[config.mk]
export PLATFORM = sky130hd
export DESIGN_NAME = axi_rd_arbiter
export DESIGN_NICKNAME = d
export VERILOG_FILES = /design/src/rtl/axi_rd_arbiter.sv
export SDC_FILE = /design/constraint.sdc
export NUM_CORES = 1
export LEC_CHECK = 0
export ABC_AREA = 1
export ABC_CLOCK_PERIOD_IN_PS = 3150
export CAP_MARGIN = 5
export CORE_MARGIN = 2
export CORE_UTILIZATION = 38
export CTS_CLUSTER_DIAMETER = 50
export DETAILED_ROUTE_END_ITERATION = 10
export GPL_TIMING_DRIVEN = 0
export PLACE_DENSITY = 0.84
export SLEW_MARGIN = 10
export SYNTH_ARGS = -nofsm -noshare
export SYNTH_HDL_FRONTEND = slang
export SYNTH_SLANG_ARGS = --single-unit
[constraint.sdc]
create_clock -name clk -period 3.15 [get_ports clk]
set_input_delay 0.63 -clock clk [delete_from_list [all_inputs] [get_ports clk]]
set_output_delay 0.63 -clock clk [all_outputs]
set_load 0.02 [all_outputs]
[src/rtl/axi_rd_arbiter.sv]
// rtl/axi_rd_arbiter.sv - two-master AXI read-channel arbiter with burst-length checking
module axi_rd_arbiter #(
  parameter int ADDR_W = 32,
  parameter int DATA_W = 32,
  parameter int LEN_W  = 8
) (
  input  logic              clk,
  input  logic              rst,

  input  logic [ADDR_W-1:0] s0_araddr,
  input  logic [LEN_W-1:0]  s0_arlen,
  input  logic [2:0]        s0_arsize,
  input  logic              s0_arvalid,
  output logic              s0_arready,
  output logic [DATA_W-1:0] s0_rdata,
  output logic              s0_rlast,
  output logic              s0_rvalid,
  input  logic              s0_rready,

  input  logic [ADDR_W-1:0] s1_araddr,
  input  logic [LEN_W-1:0]  s1_arlen,
  input  logic [2:0]        s1_arsize,
  input  logic              s1_arvalid,
  output logic              s1_arready,
  output logic [DATA_W-1:0] s1_rdata,
  output logic              s1_rlast,
  output logic              s1_rvalid,
  input  logic              s1_rready,

  output logic [ADDR_W-1:0] m_araddr,
  output logic [LEN_W-1:0]  m_arlen,
  output logic [2:0]        m_arsize,
  output logic              m_arvalid,
  input  logic              m_arready,
  input  logic [DATA_W-1:0] m_rdata,
  input  logic              m_rlast,
  input  logic              m_rvalid,
  output logic              m_rready,

  output logic              busy,
  output logic              len_err
);

  localparam logic [1:0] IDLE = 2'b00;
  localparam logic [1:0] ADDR = 2'b01;
  localparam logic [1:0] DATA = 2'b10;

  logic [1:0]     state;
  logic [1:0]     state_nxt;
  logic           gnt;
  logic           last_gnt;
  logic           gnt_sel;
  logic [LEN_W:0] beat_cnt;
  logic           grant_fire;
  logic           ar_hs;
  logic           r_hs;
  logic           cnt_match;

  // Pick the requester: a lone request wins outright, a tie goes to whoever was not served last
  always_comb begin
    gnt_sel = 1'b0;
    if (s0_arvalid && s1_arvalid) begin
      gnt_sel = ~last_gnt;
    end else if (s1_arvalid) begin
      gnt_sel = 1'b1;
    end
  end

  assign grant_fire = (state == IDLE) && (s0_arvalid || s1_arvalid);
  assign ar_hs      = (state == ADDR) && m_arvalid && m_arready;
  assign r_hs       = (state == DATA) && m_rvalid && m_rready;
  assign cnt_match  = (beat_cnt == {1'b0, m_arlen});

  // State register; reset abandons any burst in flight
  always_ff @(posedge clk or negedge rst) begin
    if (!rst) begin
      state <= IDLE;
    end else begin
      state <= state_nxt;
    end
  end

  // Next-state: one burst at a time, address phase then data phase until the bus's rlast
  always_comb begin
    state_nxt = IDLE;
    case (state)
      IDLE:    state_nxt = grant_fire ? ADDR : IDLE;
      ADDR:    state_nxt = ar_hs ? DATA : ADDR;
      DATA:    state_nxt = (r_hs && m_rlast) ? IDLE : DATA;
      default: state_nxt = IDLE;
    endcase
  end

  // Grant, forwarded AR fields, beat counting and the sticky length-mismatch flag
  always_ff @(posedge clk or negedge rst) begin
    if (!rst) begin
      gnt       <= 1'b0;
      last_gnt  <= 1'b1;
      beat_cnt  <= '0;
      m_araddr  <= '0;
      m_arlen   <= '0;
      m_arsize  <= '0;
      m_arvalid <= 1'b0;
      len_err   <= 1'b0;
    end else begin
      case (state)
        IDLE: begin
          if (grant_fire) begin
            gnt       <= gnt_sel;
            m_araddr  <= gnt_sel ? s1_araddr : s0_araddr;
            m_arlen   <= gnt_sel ? s1_arlen  : s0_arlen;
            m_arsize  <= gnt_sel ? s1_arsize : s0_arsize;
            m_arvalid <= 1'b1;
            beat_cnt  <= '0;
          end
        end
        ADDR: begin
          if (ar_hs) begin
            m_arvalid <= 1'b0;
            last_gnt  <= gnt;
          end
        end
        DATA: begin
          if (r_hs) begin
            beat_cnt <= beat_cnt + {{LEN_W{1'b0}}, 1'b1};
            // rlast early/late, or the counted length reached without rlast (overrun)
            if (m_rlast ? !cnt_match : cnt_match) begin
              len_err <= 1'b1;
            end
          end
        end
        default: begin
          m_arvalid <= 1'b0;
        end
      endcase
    end
  end

  assign s0_rdata = m_rdata;
  assign s1_rdata = m_rdata;

  // Outputs: route AR accept and R beats only to the granted master, nothing while idle
  always_comb begin
    s0_arready = 1'b0;
    s1_arready = 1'b0;
    s0_rvalid  = 1'b0;
    s1_rvalid  = 1'b0;
    s0_rlast   = 1'b0;
    s1_rlast   = 1'b0;
    m_rready   = 1'b0;
    busy       = (state != IDLE);
    case (state)
      ADDR: begin
        s0_arready = ~gnt & m_arready & m_arvalid;
        s1_arready =  gnt & m_arready & m_arvalid;
      end
      DATA: begin
        m_rready  = gnt ? s1_rready : s0_rready;
        s0_rvalid = ~gnt & m_rvalid;
        s1_rvalid =  gnt & m_rvalid;
        s0_rlast  = ~gnt & m_rlast;
        s1_rlast  =  gnt & m_rlast;
      end
      default: begin
        m_rready = 1'b0;
      end
    endcase
  end

endmodule

==> results.json, run 1 <==
{
  "outcome": "finished, final reports clean",
  "place_ws_ns": 0.3801,
  "syn2layout_area_growth_pct": 72.59,
  "crit_type": "input pin to primary output",
  "seq_area_frac_synth_pct": 42.48,
  "setup_tns_ns": 0,
  "place_hpwl_um": 8963,
  "routed.top_layer": "met4",
  "gp_congestion": 0.8790,
  "n_antenna_cell": 0,
  "synth-compound-area-share_pct": 15.62,
  "numCtsBuffers": 9,
  "min_path_type": "input pin to async pin",
  "grt_max_degree": 59,
  "async_reset_ff_share_pct": 100.0,
  "yosys.area_share.simple_pct": 20.86,
  "netlist_top_cells_count": "nand2_1, buf_4, nor2_1, dfrtp_1, o21ai_0",
  "drc": 0,
  "crit_start": "m_arready",
  "synthesis.nets": 580,
  "synth_seq_cells": 58,
  "dr_wl_met2_um": 6054,
  "finalHoldViolations": 0,
  "finalNetCount": 802,
  "drtIter0Drc": 134,
  "skew_ns": 0.009144,
  "ff2ff_path_depth": 6,
  "synth.distinct_cells": 24,
  "clock-sinks": 58,
  "synth_xor_area_share_pct": 0.2561,
  "wl_per_cell_um": 14.32,
  "synth_ff_type": "dfrtp_1",
  "worstMarginPinSlew_ns": 0.7161,
  "regToRegStartpoint": "last_gnt",
  "grt_overflow_total": 0,
  "worst_slack_ns": 0.3726,
  "cts-resized-gates": 0,
  "io_pins": 244,
  "antenna_found_initial": 0,
  "wl_met3_um": 923,
  "drive_gt1_share_pct": 15.02,
  "htreeDepth": 3,
  "dp_cells": 771,
  "cellLeakagePower_nw": 2.641,
  "fin_crit_sh_pct": 88.17,
  "wl_met1_um": 4083,
  "cap_violations": 0,
  "syn_area_um2": 3420,
  "setup_violations": 0,
  "crit_path_max_fanout": 3,
  "port-buffer-count": 211,
  "power.density_nw_per_um2": 762.0,
  "finish.utilization_pct": 67.68,
  "cp.arrival_ns": 2.15,
  "yosysWarnings": 0,
  "die_w_um": 98.86,
  "postSynthAreaPerCell_um2": 7.565,
  "insertion_delay_ns": 0.34,
  "grt_pass1_vias": 3861,
  "track_usage_pct": 22.79,
  "fin_crit_ns": 2.777,
  "drt_pass1_iterations": 4,
  "cts.clk_slew.worst_paths_ns": 0.07,
  "grt_pass1_wl_um": 17770,
  "fp.dieH_um": 98.86,
  "fmax_mhz": 360.0,
  "r2r_setup_slack_ns": 1.56,
  "synthMuxAreaShare_pct": 0,
  "synthAdderAreaFrac_pct": 0.3659,
  "vias_per_cell": 4.766,
  "start_util_pct": 39.21,
  "row_count": 34,
  "yosys.area.top_type": "dfrtp_1",
  "hold_slack_ns": 0.3503,
  "drv_slew": 0,
  "postCtsSetupBuffers": 0,
  "core_um2": 8721,
  "finish.instance_area_um2": 5902,
  "critPathCaptureType": "primary output",
  "peakVddDrop_mv": 0.4125,
  "total_power_mw": 4.497,
  "worst-endpoint-required_ns": 2.52,
  "final_antenna_net_count": 0,
  "clock-root-buffer": "clkbuf_8",
  "synth_top_family_by_area": "simple AND/OR/NAND/NOR gates",
  "clk_path_buf_depth": 2,
  "start_kind": "input pin",
  "post-synth-top-area-fraction_pct": 41.71,
  "slew_headroom_pct": 52.26,
  "cts_tree": "done",
  "synthCells": 452,
  "cp-endpoint": "s0_arready",
  "wl_um": 11270,
  "rr_endpoint": "m_araddr[24]",
  "cts-hold-fix-buffers": 0,
  "synth_area_leaders": "dfrtp_1, buf_4, nand2_1",
  "rsz0062_at_grt": "false",
  "vias": 3751,
  "fin_cells": 787,
  "dieArea_um2": 9773,
  "synth_most_common_cell": "nand2_1",
  "placed_area_um2": 5664,
  "synth_edf_count": 0
}
power breakdown:
group	leakage (nW)	internal [mW]	total [mW]	switching (mW)
Clock	0.119	0.509	0.804	0.295
Sequential	0.715	1.07	1.31	0.235
Combinational	1.81	1.07	2.39	1.31
Total	2.64	2.65	4.50	1.84
cells by family (layout without fill, tap and decap cells):
logic type	Yosys count	after routing
AND/OR/NAND/NOR	169	169
buffers and inverters	118	345
flip-flops	58	58
AO/OA/AOI/OAI	105	105
adder cells (fa/ha/maj)	1	1
XOR/XNOR	1	1
cell type report:
cell class,instances,area [um^2]
sequential,58,1453
timing repair buffer,211,2110
clock inverter,4,72.57
multi-input combinational,276,1269
fill,698,2819
inverter,37,138.9
buffer,81,559.3
tap,108,135.1
clock buffer,12,165.2
layer usage:
metal  GRT usage, %  vias to the layer above
met2          42.67                      162
li1               -                     1832
met4          7.482                        0
met3          7.660                       18
met5              0                        -
met1          23.72                     1739
cells in the final DEF (no fill, tap or decap):
master	synthesis	layout
a21oi_1	7	7
and3_1	2	2
buf_2	9	9
buf_4	65	66
bufinv_16	0	2
clkbuf_1	7	7
clkbuf_8	0	12
clkdlybuf4s50_1	0	210
clkinv_2	0	1
clkinvlp_4	0	1
dfrtp_1	57	57
dfstp_2	1	1
ha_1	1	1
inv_1	33	33
inv_2	4	4
nand2_1	77	77
nand2_2	1	1
nand2_4	2	2
nand3_1	14	14
nand4_4	1	1
nor2_1	62	62
nor2_2	1	1
nor2_4	1	1
nor3_1	7	7
o21ai_0	49	49
o21ai_1	42	42
o22ai_1	7	7
or2_1	1	1
xor2_1	1	1
flip-flops by register name (all words and copies together) (netlist names):
signal and count:
m_araddr 32, len_err 1, m_arlen 8, state 2
last_gnt 1, beat_cnt 9, gnt 1, m_arvalid 1
m_arsize 3
critical path, cell delays in order:
cell and delay (ns):
clkdlybuf4s50_1 0.45, nand2_1 0.07, nor2_1 0.14, inv_1 0.09, nor2_1 0.13, clkdlybuf4s50_1 0.64
how the worst min path moves through the flow:
stage,from,endpoint,slack [ns],cells past startpoint
final,rst,m_araddr[16],0.35,1
after global placement,len_err,len_err,0.46,2
after floorplan,rst,beat_cnt[0],0.33,0
after detailed placement,len_err,len_err,0.47,2
after CTS,rst,gnt,0.37,1
after global routing,rst,m_araddr[15],0.41,1
Power figures use the tool's default switching activity.
==> run 2: changes to the inputs <==
==> constraint.sdc (replaced) <==
create_clock -name clk -period 3.15 [get_ports clk]
set_input_delay 0.63 -clock clk [delete_from_list [all_inputs] [get_ports clk]]
set_output_delay 0.63 -clock clk [all_outputs]
set_load 0.1 [all_outputs]
==> run 2 against run 1 <==
Effect of this change:
- clock skew shrank 0.00052 ns
- wire length grew 0.14%
- die area unchanged
- final area decreased by 1.3%
- worst setup slack got worse by 0.26 ns
- total power increased by 42%
- register-to-register slack barely moved
- global-route usage shrank 0.12 points
- sequential power hardly changed
==> results.json, run 2 (synthesis results as in run 1) <==
{
  "outcome": "finished, final reports clean",
  "final_antenna_net_count": 0,
  "drt_pass1_iterations": 4,
  "crit_path_max_fanout": 3,
  "drtIter0Drc": 109,
  "clock-root-buffer": "clkbuf_8",
  "drv_slew": 0,
  "total_power_mw": 6.383,
  "power.density_nw_per_um2": 1095,
  "antenna_found_initial": 0,
  "grt_pass1_vias": 3782,
  "finish.instance_area_um2": 5828,
  "ff2ff_path_depth": 6,
  "setup_tns_ns": 0,
  "row_count": 34,
  "layout_commonest_cell": "clkdlybuf4s50_1",
  "fin_crit_sh_pct": 96.43,
  "placed_area_um2": 5669,
  "path_cells": "clkdlybuf4s50_1 -> nand2_1 -> nor2_1 -> inv_1 -> nor2_2 -> dlygate4sd2_1",
  "fmax_mhz": 329.2,
  "start_util_pct": 39.21,
  "cp_num_buf_inv": 3,
  "fp.dieH_um": 98.86,
  "insertion_delay_ns": 0.33,
  "wl_um": 11290,
  "place_hpwl_um": 9071,
  "track_usage_pct": 22.67,
  "critPathCaptureType": "primary output",
  "grt_pass1_wl_um": 17660,
  "setup_violations": 0,
  "worstMarginPinSlew_ns": 1.032,
  "cts-hold-fix-buffers": 0,
  "drive_gt1_share_pct": 14.87,
  "crit_slowest_cell": "dlygate4sd2_1",
  "grt_overflow_total": 0,
  "layout_common_cells": "clkdlybuf4s50_1, nand2_1, buf_4",
  "gp_congestion": 0.8989,
  "fin_crit_ns": 3.037,
  "cellLeakagePower_nw": 2.654,
  "cts_tree": "done",
  "cp.arrival_ns": 2.41,
  "core_um2": 8721,
  "cap_violations": 0,
  "crit_type": "input pin to primary output",
  "finalHoldViolations": 0,
  "clock-sinks": 58,
  "worst_slack_ns": 0.1126,
  "num-fill-cells": 728,
  "grt_max_degree": 59,
  "cp.depth": 6,
  "max_flop_register": "m_araddr",
  "cts.clk_slew.worst_paths_ns": 0.06,
  "place_ws_ns": -0.1632,
  "largest_reg_flops": 32,
  "worst-endpoint-required_ns": 2.52,
  "die_w_um": 98.86,
  "drc": 0,
  "min_path_type": "input pin to async pin",
  "htreeDepth": 3,
  "slew_headroom_pct": 30.98,
  "wl_per_cell_um": 14.34,
  "cpPeakStageDelay_ns": 0.88,
  "peakVddDrop_mv": 0.6456,
  "skew_ns": 0.008619,
  "finalNetCount": 802,
  "rsz0062_at_grt": "false",
  "numCtsBuffers": 9,
  "n_antenna_cell": 0,
  "clk_path_buf_depth": 2,
  "start_kind": "input pin",
  "syn2layout_area_growth_pct": 70.44,
  "postCtsSetupBuffers": 0,
  "dieArea_um2": 9773,
  "io_pins": 244,
  "port-buffer-count": 211,
  "vias": 3729,
  "finish.utilization_pct": 66.83,
  "critPathTopFamily": "buffers and inverters",
  "reg_top3": "m_araddr (32), beat_cnt (9), m_arlen (8)",
  "vias_per_cell": 4.738
}
## run 2: changes by cell type in the layout (fill, tap and decap cells not counted)
cell	change
nor2_1	-2
dlygate4sd2_1	+6
bufinv_16	-2
clkinvlp_4	-1
nor2_2	+2
clkbuf_1	+3
clkdlybuf4s50_1	-7
dlymetal6s2s_1	+1
clkbuf_8	-2
clkinv_2	+2
## run 2: path summary, 6_finish.rpt
| path | from | slack [ns] | to |
|---|---|---|---|
| max | m_arready | 0.11 | s0_arready |
| max in group asynchronous | rst | 2.29 | m_araddr[2] |
| min reg2reg | m_araddr[4] | 0.49 | m_araddr[4] |
| min | rst | 0.37 | len_err |
| max reg2reg | last_gnt | 1.56 | m_arsize[1] |
| min in group clk | m_araddr[4] | 0.49 | m_araddr[4] |
## run 2: stage by stage
stage	hold WS (ns)	std cells
2_1_floorplan	0.3344	452
3_3_place_gp	0.4653	771
3_5_place_dp	0.4774	771
4_1_cts	0.3888	787
5_1_grt	0.4190	787
6_report	0.3679	787
## run 2: routing by layer
layer,track usage [%],wire length [um]
met1,24.70,4128
met2,41.01,5923
met3,7.730,1062
met4,7.587,174
met5,0,0
## run 2: what timing repair did
item / 4_1_cts / 5_1_grt
pin swaps: 0 / 0
setup endpoints to repair: 6 / 1
gates resized for setup: 6 / 1
## run 2: layout make-up
class	count	area [um^2]	share of cell area, %
plain buffers	81	559.3	9.596
clock buffers	13	148.9	2.555
clock inverters	3	15.01	0.2576
inverters	37	138.9	2.383
multi-input cells	276	1274	21.85
flip-flops and latches	58	1453	24.92
well taps	108	135.1	2.319
repair buffers	211	2105	36.11
## run 2: power breakdown
part	internal [mW]	total, mW	switching (mW)
registers	1.07	1.30	0.229
logic	1.06	4.49	3.44
clock network	0.304	0.588	0.284
==> run 3: changes to the inputs <==
--- a/config.mk
+++ b/config.mk
@@ -14,7 +14,6 @@
 export DETAILED_ROUTE_END_ITERATION = 10
 export GPL_TIMING_DRIVEN = 0
 export PLACE_DENSITY = 0.84
-export SLEW_MARGIN = 10
 export SYNTH_ARGS = -nofsm -noshare
 export SYNTH_HDL_FRONTEND = slang
 export SYNTH_SLANG_ARGS = --single-unit
==> run 3 against run 2 <==
Effect of this change:
- cell count decreased by 0.25%
- hold slack got worse by 0.11 ns
- via count increased by 0.86%
- critical path type unchanged
- critical endpoint unchanged
- largest power group unchanged
==> results.json, run 3 (synthesis results as in run 1) <==
{
  "start_util_pct": 39.21,
  "clk_path_buf_depth": 2,
  "setup_violations": 0,
  "num-fill-cells": 714,
  "cts.clk_slew.worst_paths_ns": 0.07,
  "grt_overflow_total": 0,
  "wl_per_cell_um": 14.55,
  "crit_type": "input pin to primary output",
  "worst_slack_ns": 0.08779,
  "rsz0062_at_grt": "false",
  "regToRegStartpoint": "last_gnt",
  "n_antenna_cell": 0,
  "largest_reg_flops": 32,
  "track_usage_pct": 22.86,
  "gp_congestion": 0.8989,
  "core_um2": 8721,
  "drc": 0,
  "finalHoldViolations": 0,
  "max_flop_register": "m_araddr",
  "htreeDepth": 3,
  "worstMarginPinSlew_ns": 1.023,
  "vias": 3761,
  "io_pins": 244,
  "drtIter0Drc": 121,
  "dieArea_um2": 9773,
  "layout_commonest_cell": "clkdlybuf4s50_1",
  "reg_top3": "m_araddr (32), beat_cnt (9), m_arlen (8)",
  "skew_ns": 0.005322,
  "row_count": 34,
  "vias_per_cell": 4.791,
  "setup_tns_ns": 0,
  "slew_headroom_pct": 31.58,
  "worst-endpoint-required_ns": 2.52,
  "critPathCaptureType": "primary output",
  "cts-resized-gates": 7,
  "grt_max_degree": 41,
  "clockPowerShare_pct": 9.2,
  "crit_slowest_cell": "dlygate4sd2_1",
  "grt_pass1_vias": 3810,
  "fp.dieH_um": 98.86,
  "place_hpwl_um": 9268,
  "clock-sinks": 58,
  "drt_pass1_iterations": 4,
  "p_sw_share_pct": 61.74,
  "cap_violations": 0,
  "cp_num_buf_inv": 3,
  "die_w_um": 98.86,
  "switching_power_mw": 3.947,
  "final_antenna_net_count": 0,
  "min_path_type": "input pin to async pin",
  "finalNetCount": 803,
  "postCtsSetupBuffers": 0,
  "pwr-share-comb_pct": 70.4,
  "numCtsBuffers": 9,
  "start_kind": "input pin",
  "drv_slew": 0,
  "grt_pass1_wl_um": 17930,
  "peakVddDrop_mv": 0.6216,
  "fin_crit_sh_pct": 97.21,
  "cts_tree": "done",
  "antenna_found_initial": 0,
  "port-buffer-count": 211,
  "wl_um": 11420,
  "rr_endpoint": "m_arsize[1]",
  "ff2ff_path_depth": 6,
  "cts-hold-fix-buffers": 0,
  "r2r_setup_slack_ns": 1.53,
  "insertion_delay_ns": 0.33,
  "cp.arrival_ns": 2.43,
  "critPathTopFamily": "buffers and inverters",
  "crit_path_max_fanout": 3,
  "fin_crit_ns": 3.062,
  "layout_common_cells": "clkdlybuf4s50_1, nand2_1, buf_4",
  "power.density_nw_per_um2": 1095,
  "fmax_mhz": 326.6,
  "syn2layout_area_growth_pct": 70.69,
  "path_cells": "clkdlybuf4s50_1 -> nand2_1 -> nor2_1 -> inv_1 -> nor2_2 -> dlygate4sd2_1",
  "cpPeakStageDelay_ns": 0.89,
  "drive_gt1_share_pct": 14.77,
  "outcome": "finished, final reports clean",
  "seqPwrFrac_pct": 20.4,
  "place_ws_ns": -0.1733,
  "cellLeakagePower_nw": 2.644,
  "clock-root-buffer": "clkbuf_8",
  "internal_power_mw": 2.446
}
[run 3: changes by cell type in the layout (fill, tap and decap cells not counted)]
cell,before,now
buf_4,66,65
clkbuf_1,10,9
buf_2,9,10
buf_12,0,1
dlygate4sd2_1,6,7
clkbuf_8,10,11
dlymetal6s2s_1,1,0
clkinv_2,3,0
[run 3: metrics by stage]
stage	instance area, um^2	power [mW]	cells	hold slack [ns]	util [%]
floorplan	3425	4.655	452	0.3344	-
global placement	5672	5.761	771	0.4653	65.04
detailed placement	5687	5.831	772	0.4780	65.21
CTS	5837	6.417	785	0.2637	66.93
global route	5837	6.667	785	0.2813	66.93
finish	5837	6.392	785	0.2591	66.93
[run 3: worst max path at each step]
stage	to	slack, ns	from	cells after the start
finish	s0_arready	0.09	m_arready	6
global placement	m_araddr[3]	-0.44	rst	1
global route	s0_arready	0.04	m_arready	6
detailed placement	s0_arready	-0.17	m_arready	6
CTS	s0_arready	0.09	m_arready	6
floorplan	s0_rlast	-0.22	state[0]	3
[run 3: area by class of cell]
cell class	count	area, um^2	area share (%)
tap	108	135.1	2.315
multi-input combinational	276	1274	21.82
buffer	81	559.3	9.582
timing repair buffer	212	2118	36.29
clock buffer	13	158.9	2.722
inverter	37	138.9	2.379
sequential	58	1453	24.89
[run 3: power groups by stage]
stage	logic [mW]	clock network (mW)	registers, mW
after floorplan	1.34	0	3.32
after global placement	4.47	0	1.29
after detailed placement	4.52	0	1.31
after CTS	4.52	0.590	1.30
after global routing	4.70	0.624	1.34
final	4.50	0.586	1.31
[run 3: per-layer routing]
metal	vias to the layer above	track usage, %	routed length, um
li1	1833	-	-
met1	1751	25.52	4201
met2	160	42.05	6124
met3	17	6.667	950
met4	0	6.533	143
met5	-	0	0
